$ cat config.mk
export PLATFORM = sky130hd
export DESIGN_NAME = aggr_linebuf_reader_flat
export DESIGN_NICKNAME = d
export VERILOG_FILES = /design/src/rtl/aggr_pkg.sv /design/src/rtl/aggr_linebuf_reader_if.sv /design/src/rtl/aggr_linebuf_reader_tag_fifo.sv /design/src/rtl/aggr_linebuf_reader.sv /design/src/flat_wrapper.sv
export SDC_FILE = /design/constraint.sdc
export NUM_CORES = 2
export LEC_CHECK = 0
export CAP_MARGIN = 40
export CORE_MARGIN = 4
export CORE_UTILIZATION = 57
export DETAILED_ROUTE_END_ITERATION = 8
export GPL_ROUTABILITY_DRIVEN = 0
export PLACE_DENSITY = 0.91
export SLEW_MARGIN = 5
export SYNTH_ARGS = -nofsm -noshare
export SYNTH_HDL_FRONTEND = slang
export SYNTH_HIERARCHICAL = 1
export SYNTH_SLANG_ARGS = --single-unit
$ cat constraint.sdc
create_clock -name clk -period 3.2 [get_ports clk]
set_input_delay 0.48 -clock clk [delete_from_list [all_inputs] [get_ports clk]]
set_output_delay 0.48 -clock clk [all_outputs]
set_load 0.01 [all_outputs]
$ cat src/rtl/aggr_pkg.sv
// aggr_pkg: shared types for the aggregation line-buffer reader.
// Cost-vector geometry, column type and the per-read tag.
package aggr_pkg;

  localparam int CW     = 7;
  localparam int ND     = 64;
  localparam int DWIDTH = ND * CW;
  localparam int AWIDTH = 11;

  typedef logic [DWIDTH-1:0] cost_vec_t;
  typedef logic [AWIDTH-1:0] col_t;

  typedef struct packed {
    col_t col;
    logic first_row;
    logic fill;
  } lb_tag_t;

  // A zero width still has one column.
  function automatic col_t width_eff(col_t w);
    return (w == '0) ? col_t'(1) : w;
  endfunction

endpackage

$ cat src/rtl/aggr_linebuf_reader_if.sv
// aggr_linebuf_reader_if: valid/ready stream of cost vectors.
// master: producer (out_valid/out_data/out_col/out_first_row, takes out_ready)
// slave : consumer (takes the vector, drives out_ready)
interface aggr_linebuf_reader_if;
  import aggr_pkg::*;

  logic      out_valid;
  logic      out_ready;
  cost_vec_t out_data;
  col_t      out_col;
  logic      out_first_row;

  modport master (
    output out_valid, out_data, out_col, out_first_row,
    input  out_ready
  );

  modport slave (
    input  out_valid, out_data, out_col, out_first_row,
    output out_ready
  );

endinterface

$ cat src/rtl/aggr_linebuf_reader_tag_fifo.sv
// aggr_tag_fifo: synchronous show-ahead FIFO with occupancy count.
// Ports: clk, rst (async, low), push/din, pop/dout (head), count, full.
module aggr_tag_fifo #(
  parameter int WIDTH = 8,
  parameter int DEPTH = 4
) (
  input  logic                     clk,
  input  logic                     rst,
  input  logic                     push,
  input  logic [WIDTH-1:0]         din,
  input  logic                     pop,
  output logic [WIDTH-1:0]         dout,
  output logic [$clog2(DEPTH):0]   count,
  output logic                     full
);

  localparam int AW = $clog2(DEPTH);
  localparam int NW = AW + 1;

  logic [WIDTH-1:0] mem [DEPTH];
  logic [AW-1:0]    rp;
  logic [AW-1:0]    wp;
  logic             wr;
  logic             rd;

  assign full = (count == NW'(DEPTH));
  assign rd   = pop && (count != '0);
  // A pop frees the slot the push lands in.
  assign wr   = push && (!full || rd);
  assign dout = mem[rp];

  always_ff @(posedge clk or negedge rst) begin
    if (!rst) begin
      for (int i = 0; i < DEPTH; i++)
        mem[i] <= '0;
      rp    <= '0;
      wp    <= '0;
      count <= '0;
    end else begin
      if (wr) begin
        mem[wp] <= din;
        wp      <= wp + AW'(1);
      end
      if (rd)
        rp <= rp + AW'(1);
      unique case (1'b1)
        wr && !rd: count <= count + NW'(1);
        rd && !wr: count <= count - NW'(1);
        default: ;
      endcase
    end
  end

endmodule

$ cat src/rtl/aggr_linebuf_reader.sv
// aggr_linebuf_reader: reads previous-row cost vectors from the
// line-buffer SRAM, realigns read latency, streams them out tagged.
// Ports: clk, rst (async, low), width, frame_start,
//   in_valid/in_ready request, sram_ceb/sram_addr/sram_q,
//   down (stream master), overflow (sticky).
// Build option ROW0_FILL_EN: row-0 requests skip the SRAM and
//   deliver all-ones vectors instead of raw sram_q.
module aggr_linebuf_reader
  import aggr_pkg::*;
#(
  parameter int RD_LAT     = 1,
  parameter int FIFO_DEPTH = 4
) (
  input  logic                         clk,
  input  logic                         rst,
  input  col_t                         width,
  input  logic                         frame_start,
  input  logic                         in_valid,
  output logic                         in_ready,
  output logic                         sram_ceb,
  output col_t                         sram_addr,
  input  cost_vec_t                    sram_q,
  aggr_linebuf_reader_if.master        down,
  output logic                         overflow
);

  localparam int NW = $clog2(FIFO_DEPTH) + 1;
  localparam int FW = DWIDTH + AWIDTH + 1;
  localparam logic [NW:0] DEPTH_C = (NW+1)'(FIFO_DEPTH);

  col_t        col;
  col_t        width_l;
  logic        row;
  col_t        cur_col;
  col_t        cur_w;
  logic        cur_row;
  logic        first_row;
  logic        fill;
  logic        acc;
  lb_tag_t     tag_in;
  logic [RD_LAT:1] tv;
  lb_tag_t     tt [1:RD_LAT];
  lb_tag_t     ptag;
  cost_vec_t   pdata;
  logic [NW-1:0] fcnt;
  logic [NW:0] used;
  logic        push;
  logic        pop;
  logic        full;
  logic [FW-1:0] din;
  logic [FW-1:0] dout;

  // Reads in the tag pipe plus FIFO entries never exceed the depth,
  // so a push always finds room.
  always_comb begin
    used = {1'b0, fcnt};
    for (int i = 1; i <= RD_LAT; i++)
      used = used + (NW+1)'(tv[i]);
  end

  assign in_ready = (used < DEPTH_C);
  assign acc      = in_valid && in_ready && rst;

  // frame_start restarts the counters for an accept in the same cycle.
  assign cur_col   = frame_start ? '0 : col;
  assign cur_row   = frame_start ? 1'b0 : row;
  assign cur_w     = frame_start ? width_eff(width) : width_l;
  assign first_row = !cur_row;

`ifdef ROW0_FILL_EN
  assign fill = first_row;
`else
  assign fill = 1'b0;
`endif

  assign sram_ceb  = !(acc && !fill);
  assign sram_addr = cur_col;
  assign tag_in    = {cur_col, first_row, fill};

  always_ff @(posedge clk or negedge rst) begin
    if (!rst) begin
      col     <= '0;
      row     <= 1'b0;
      width_l <= col_t'(1);
    end else begin
      if (frame_start)
        width_l <= width_eff(width);
      if (acc) begin
        if (cur_col == cur_w - col_t'(1)) begin
          col <= '0;
          row <= 1'b1;
        end else begin
          col <= cur_col + col_t'(1);
          row <= cur_row;
        end
      end else if (frame_start) begin
        col <= '0;
        row <= 1'b0;
      end
    end
  end

  always_ff @(posedge clk or negedge rst) begin
    if (!rst) begin
      tv <= '0;
      for (int i = 1; i <= RD_LAT; i++)
        tt[i] <= '0;
    end else begin
      tv[1] <= acc;
      tt[1] <= tag_in;
      for (int i = 2; i <= RD_LAT; i++) begin
        tv[i] <= tv[i-1];
        tt[i] <= tt[i-1];
      end
    end
  end

  assign ptag  = tt[RD_LAT];
  assign pdata = ptag.fill ? '1 : sram_q;
  assign push  = tv[RD_LAT];
  assign din   = {pdata, ptag.col, ptag.first_row};
  assign pop   = down.out_valid && down.out_ready;

  aggr_tag_fifo #(
    .WIDTH (FW),
    .DEPTH (FIFO_DEPTH)
  ) u_fifo (
    .clk   (clk),
    .rst   (rst),
    .push  (push),
    .din   (din),
    .pop   (pop),
    .dout  (dout),
    .count (fcnt),
    .full  (full)
  );

  assign down.out_valid     = (fcnt != '0);
  assign down.out_first_row = dout[0];
  assign down.out_col       = dout[AWIDTH:1];
  assign down.out_data      = dout[FW-1:AWIDTH+1];

  always_ff @(posedge clk or negedge rst) begin
    if (!rst)
      overflow <= 1'b0;
    else if (push && full && !pop)
      overflow <= 1'b1;
  end

endmodule

$ cat src/flat_wrapper.sv
// flat-port wrapper written by rule: the top's interface ports become plain ports
module aggr_linebuf_reader_flat import aggr_pkg::*;
#(
  parameter int RD_LAT     = 1,
  parameter int FIFO_DEPTH = 4
)
  (clk, rst, width, frame_start, in_valid, in_ready, sram_ceb, sram_addr, sram_q, overflow, down_out_valid, down_out_data, down_out_col, down_out_first_row, down_out_ready);
  aggr_linebuf_reader_if down_i ();
  input  logic clk;
  input  logic rst;
  input  col_t width;
  input  logic frame_start;
  input  logic in_valid;
  output logic in_ready;
  output logic sram_ceb;
  output col_t sram_addr;
  input  cost_vec_t sram_q;
  output logic overflow;
  output wire logic [$bits(down_i.out_valid)-1:0] down_out_valid;
  output wire logic [$bits(down_i.out_data)-1:0] down_out_data;
  output wire logic [$bits(down_i.out_col)-1:0] down_out_col;
  output wire logic [$bits(down_i.out_first_row)-1:0] down_out_first_row;
  input wire logic [$bits(down_i.out_ready)-1:0] down_out_ready;
  assign down_out_valid = down_i.out_valid;
  assign down_out_data = down_i.out_data;
  assign down_out_col = down_i.out_col;
  assign down_out_first_row = down_i.out_first_row;
  assign down_i.out_ready = down_out_ready;
  aggr_linebuf_reader #(.RD_LAT(RD_LAT), .FIFO_DEPTH(FIFO_DEPTH)) u_core (.clk(clk), .rst(rst), .width(width), .frame_start(frame_start), .in_valid(in_valid), .in_ready(in_ready), .sram_ceb(sram_ceb), .sram_addr(sram_addr), .sram_q(sram_q), .down(down_i), .overflow(overflow));
endmodule
# [Word level (Yosys, flattened, before mapping)]
# Index checks and enable logic that the tools add are counted.
[totals] regBits=1884 elab_cells=64 inputBits=464
[classes] n_bitwise=2 reduce_logical=20 addsub=7 eq_ne=2 mux=15 n_lt_le_gt_ge=4
[ops] operator="1840-bit bitwise mux" n=1
[ops] operator="460-bit two-way mux" n=3
[ops] operator="460-bit binary-select mux with 2-bit select" n=1
[ops] operator="460-bit demux with 2-bit select" n=1
[ops] operator="11-bit two-way mux" n=5
[ops] operator="11-bit by 1-bit adder with 11-bit output, second input constant" n=1
[ops] operator="11-bit equality test" n=1
[ops] operator="11-bit logical NOT" n=1
[ops] operator="11-bit by 1-bit subtractor with 11-bit output, second input constant" n=1
[ops] operator="1-bit logical AND" n=10
[ops] operator="3-bit greater-or-equal comparator, second input constant" n=2
[ops] operator="1-bit logical NOT" n=6
[ops] operator="2-bit NOT with 3-bit output" n=2
[ops] operator="3-bit case mux with 2 select lines" n=1
[ops] operator="2-bit by 1-bit adder with 2-bit output, second input constant" n=2
[ops] operator="3-bit by 1-bit adder with 4-bit output" n=1
[ops] operator="4-bit by 3-bit less-than comparator with 1-bit output, second input constant" n=1
[ops] operator="3-bit by 1-bit adder with 3-bit output, second input constant" n=1
[ops] operator="3-bit equality test, second input constant" n=1
[ops] operator="3-bit by 1-bit less-than comparator with 1-bit output, second input constant" n=1
[ops] operator="1-bit two-way mux" n=3
[ops] operator="3-bit nonzero test" n=1
[ops] operator="3-bit by 1-bit subtractor with 3-bit output, second input constant" n=1
[ops] operator="2-bit nonzero test" n=1
[ops] operator="1-bit logical OR" n=1

# [Longest topological paths before layout]
[depth] depth_word=8 depth_mapped=15 mapped_depth_nobuf=12

# [Modules after synthesis]
# Netlist, hierarchy kept.
[by_module_without_submodules] module="aggr_tag_fifo" n_inst=1 cells_per_inst=4484 area_per_inst_um2=86186.4
[by_module_without_submodules] module="aggr_linebuf_reader" n_inst=1 cells_per_inst=206 area_per_inst_um2=2018.2

# [Worst setup path after synthesis]
# Ideal clock, no wire load.
[synth_timing] path_type="input-to-reg" start="input frame_start" end="register u_core.col[10]" path_slack_ns=-0.197 stages=14 path_buffers=5 arrival_ns=3.259 path_cell_list="buf_2 -> buf_2 -> buf_1 -> clkbuf_1 -> mux2i_1 -> ha_1 -> nor3b_1 -> and3_1 -> nor3_1 -> a211oi_1 -> o22ai_1 -> nor4_2 -> buf_4 -> nor3_1"
[synth_between] elab_chain_cells=5 word_cells_on_any_way=7 classes_between="add/sub: 2; eq/ne: 1; mux: 4"
[synth_rtl] item="from (decl)" line_no="flat_wrapper.sv:12" text="input logic frame_start;"
[synth_rtl] item="11-bit two-way mux"
[synth_rtl] item="11-bit by 1-bit subtractor with 11-bit output" line_no="aggr_linebuf_reader.sv:89" text="if (cur_col == cur_w - col_t'(1)) begin"
[synth_rtl] item="11-bit equality test" line_no="aggr_linebuf_reader.sv:89"
[synth_rtl] item="11-bit two-way mux" line_no="aggr_linebuf_reader.sv:89"
[synth_rtl] item="11-bit two-way mux (*)" line_no="aggr_linebuf_reader.sv:88" text="if (acc) begin"
[synth_rtl] item="to (signal assigned)" line_no="aggr_linebuf_reader.sv:93" text="col <= cur_col + col_t'(1);"
[synth_rtl] item="to (decl)" line_no="aggr_linebuf_reader.sv:31" text="col_t col;"
# Mark *: on every way between the ends. The rest lies on a longest branch, timed or not.
# A chain may end at the register's enable or synchronous reset.

# [Final worst setup path]
[layout_timing] start="register u_core.u_fifo.rp[0]" end="output down_out_data[104]"
[layout_between] elab_chain_cells=4
[layout_rtl] item="from (decl)" line_no="aggr_linebuf_reader_tag_fifo.sv:21" text="logic [AW-1:0] rp;"
[layout_rtl] item="from (signal assigned)" line_no="aggr_linebuf_reader_tag_fifo.sv:45" text="rp <= rp + AW'(1);"
[layout_rtl] item="2-bit NOT with 3-bit output (not written as such)" line_no="aggr_linebuf_reader_tag_fifo.sv:30" text="assign dout = mem[rp];"
[layout_rtl] item="460-bit binary-select mux with 2-bit select" line_no="aggr_linebuf_reader_tag_fifo.sv:30"
[layout_rtl] item="460-bit two-way mux (not written as such) (2 in series)" line_no="aggr_linebuf_reader_tag_fifo.sv:30"
[layout_rtl] item="to (decl)" line_no="flat_wrapper.sv:20" text="output wire logic [$bits(down_i.out_data)-1:0] down_out_data;"
# No other way between the ends. The select of a mux whose other input is x is not followed.

==> impl_metrics.ini <==
[outcome]
outcome = complete, but fails checks
failed_checks = setup timing

[clock_tree]
cts-buffers-inserted = 189
cts_tree = built
path_clk_slew_ns = 0.07
cts.sinks = 1884
root_buffer = clkbuf_16
cts_buffer_depth = 3
clock_latency_ns = 0.85
h-tree-depth = 4

[sta]
fin_ws_ns = -0.156
finalCriticalPeriod_ns = 3.36
skew_ns = 0.0411
holdWs_ns = 0.198
grt_setup_unrepaired = true
clock.fmax_mhz = 298
worstMarginPinSlew_ns = 0.908
maxSlewHeadroom_pct = 39.5
period_share_pct = 105
drv_slew = 0
finalHoldViolCount = 0
setup_tns_ns = -4.31
setup_viol = 113

[cells_and_area]
fillers = 8392
stdcell_count = 8210
drive_gt1_share_pct = 54.6
synthToLayoutAreaGrowth_pct = 24.0
nNetsFinal = 6397

[power_and_ir_drop]
power_frac_comb_pct = 47.0
p_leak_nw = 49.1
clkPwrFrac_pct = 18.4
totalPowerFinal_mw = 129
seqPwrFrac_pct = 34.6
power.internal_mw = 85.6
irDropWorstVdd_mv = 0.894
switching_share_pct = 33.7
p_per_area_mw_per_mm2 = 1180
p_sw_mw = 43.5

[setup_path]
path_cells = buf_12, buf_16, buf_12, buf_12, clkbuf_16, buf_12, mux4_2, buf_6
end_kind = output port
cpMostUsedCell = buf_12
crit_required_ns = 2.72
slowest_delay_ns = 0.51
startpoint_type = flop
crit_fanout = 7
arrival_ns = 2.88
cp_top_family = buffers and inverters
critPathSlowestCell = dfrtp_4
critical_path_class = flop to output port
path_buf_inv = 7

[logic_synthesis]
synth_top_area_share_pct = 53.4
yosysMostFrequentCell = dfrtp_1
synthTopCellsByCount = 1883 x dfrtp_1, 1600 x mux2_4, 460 x mux4_2
yosysUniqueCellTypes = 47
synthArstFlopShare_pct = 100
ys_top_cells_by_area = dfrtp_1 53%, mux2_4 27%, mux4_2 12%
syn_area_per_cell_sq_um = 18.8
synthCells = 4690
synthesis.area_sq_mm = 0.0882
synth_edf_count = 0
synth_area_leader_cell = dfrtp_1
ys_seq_area_share_pct = 53.5
syn_nets = 5162
synth_seq_cells = 1884
synth.yosys.warnings = 6
synthFlopType = dfrtp_1

[detailed_routing]
drc = 0
vias_per_cell = 6.34
wl_per_cell_um = 33.7
dr.pass1.iters = 8
via_count = 52100
drtIter0Drc = 5254
routed_wl_mm = 277
ant_nets = 0

[placement]
dp.cells = 7570
port_buffers = 938
dp_hpwl_mm = 149

[grt]
track_usage_pct = 31.2
grt_pass1_vias = 56100
antenna_found_initial = 99
grt_max_degree = 163
overflow = 0
grt_pass1_wl_mm = 382

[floorplanning]
die_h_um = 401
core_sq_mm = 0.154
die-area_sq_mm = 0.161
start_util_pct = 57.3
die_w_um = 401
num_rows = 144
num_io_pins = 939

[min_path]
hold_class = primary input to async pin

[run]
maxCapViolations = 0
## path summary, 6_finish.rpt
check	startpoint	to	slack [ns]	depth (start not counted)
worst max-delay path	u_core/u_fifo/rp[0]	down_out_data[104]	-0.16	8
worst min-delay path	rst	u_core/u_fifo/mem[1407]	0.20	2
worst max register to register	u_core/u_fifo/count[1]	u_core/u_fifo/mem[1653]	0.42	9
worst min register to register	u_core/row	u_core/din[0]	0.44	1
max in group asynchronous	rst	u_core/u_fifo/mem[454]	1.12	4
min in group clk	sram_q[33]	u_core/u_fifo/mem[1425]	0.35	2
## timing repair
item / CTS / global route
cloned: 12 / 16
resized for setup: 458 / 848
hold buffers: 2 / 0
endpoints found under the setup margin: 461 / 452
setup buffers: 34 / 148
endpoints found under the hold margin: 109 / 0
## cells by family (layout without fill, tap and decap cells)
kind of cell | Yosys count | count (layout) | share of synthesized area (%)
multiplexers | 2313 | 2313 | 42.2
other | 0 | 84 | 0
AO/OA/AOI/OAI | 33 | 33 | 0.228
flip-flops | 1884 | 1884 | 53.5
adder cells (fa/ha/maj) | 8 | 8 | 0.122
XOR/XNOR | 30 | 30 | 0.298
buffers and inverters | 325 | 1717 | 3.01
AND/OR/NAND/NOR | 97 | 97 | 0.689
## cells in the final DEF, fill, tap and decap left out, drive strengths merged, types with 3 or more instances in the layout
cell / n
dlymetal6s2s: 174
nor2: 24
buf: 519
clkinv: 44
nor4: 4
ha: 7
dlygate4sd2: 15
o21ai: 12
nor2b: 11
xnor2: 17
mux4: 460
diode: 84
clkdlybuf4s15: 7
clkdlybuf4s50: 477
a21oi: 8
clkbuf: 436
nand3: 5
nand2b: 3
mux2: 1848
dfrtp: 1883
clkinvlp: 5
xor2: 13
mux2i: 5
inv: 21
nor3: 13
bufinv: 17
nand2: 15
and3: 9
nand4: 3
## flip-flops by register name, indices dropped and copies added, names as in the netlist
signal	count
u_core/col	11
u_core/din	12
u_core/overflow	1
u_core/push	1
u_core/row	1
u_core/u_fifo/count	3
u_core/u_fifo/mem	1840
u_core/u_fifo/rp	2
u_core/u_fifo/wp	2
u_core/width_l	11
## per-layer routing
| layer | vias up | global-route usage, % | routed length (um) |
|---|---|---|---|
| met3 | 991 | 7.80 | 21600 |
| li1 | 20100 | - | - |
| met5 | - | 0 | 228 |
| met1 | 27900 | 38.5 | 97500 |
| met2 | 3050 | 50.5 | 136000 |
| met4 | 34 | 18.0 | 21400 |
## power by group through the flow
| stage | combinational [mW] | sequential (mW) | clock (mW) |
|---|---|---|---|
| floorplan | 35.6 | 39.9 | 0 |
| global route | 62.4 | 45.3 | 24.9 |
| global placement | 55.3 | 41.6 | 0 |
| detailed placement | 56.5 | 42.6 | 0 |
| finish | 60.7 | 44.6 | 23.7 |
| CTS | 57.4 | 43.3 | 23.7 |
## metrics by stage
stage,instance area [sq um],util [%],setup slack (ns)
after floorplan,88200,-,0.0264
after global placement,100000,65.1,-0.502
after detailed placement,100000,65.2,-0.496
after CTS,107000,69.8,-0.337
after global routing,109000,71.1,-0.226
final,109000,71.1,-0.156
## cell type report
| class | instances | area [sq um] | share of cell area, % |
|---|---|---|---|
| multi-input combinational | 2481 | 38400 | 35.1 |
| tap | 2044 | 2560 | 2.34 |
| clock buffer | 274 | 5580 | 5.10 |
| antenna | 84 | 210 | 0.192 |
| inverter | 13 | 48.8 | 0.0446 |
| sequential | 1884 | 47200 | 43.1 |
| clock inverter | 74 | 972 | 0.889 |
| timing repair buffer | 1356 | 14400 | 13.2 |
Note: power is estimated with default switching activity, not from simulation.
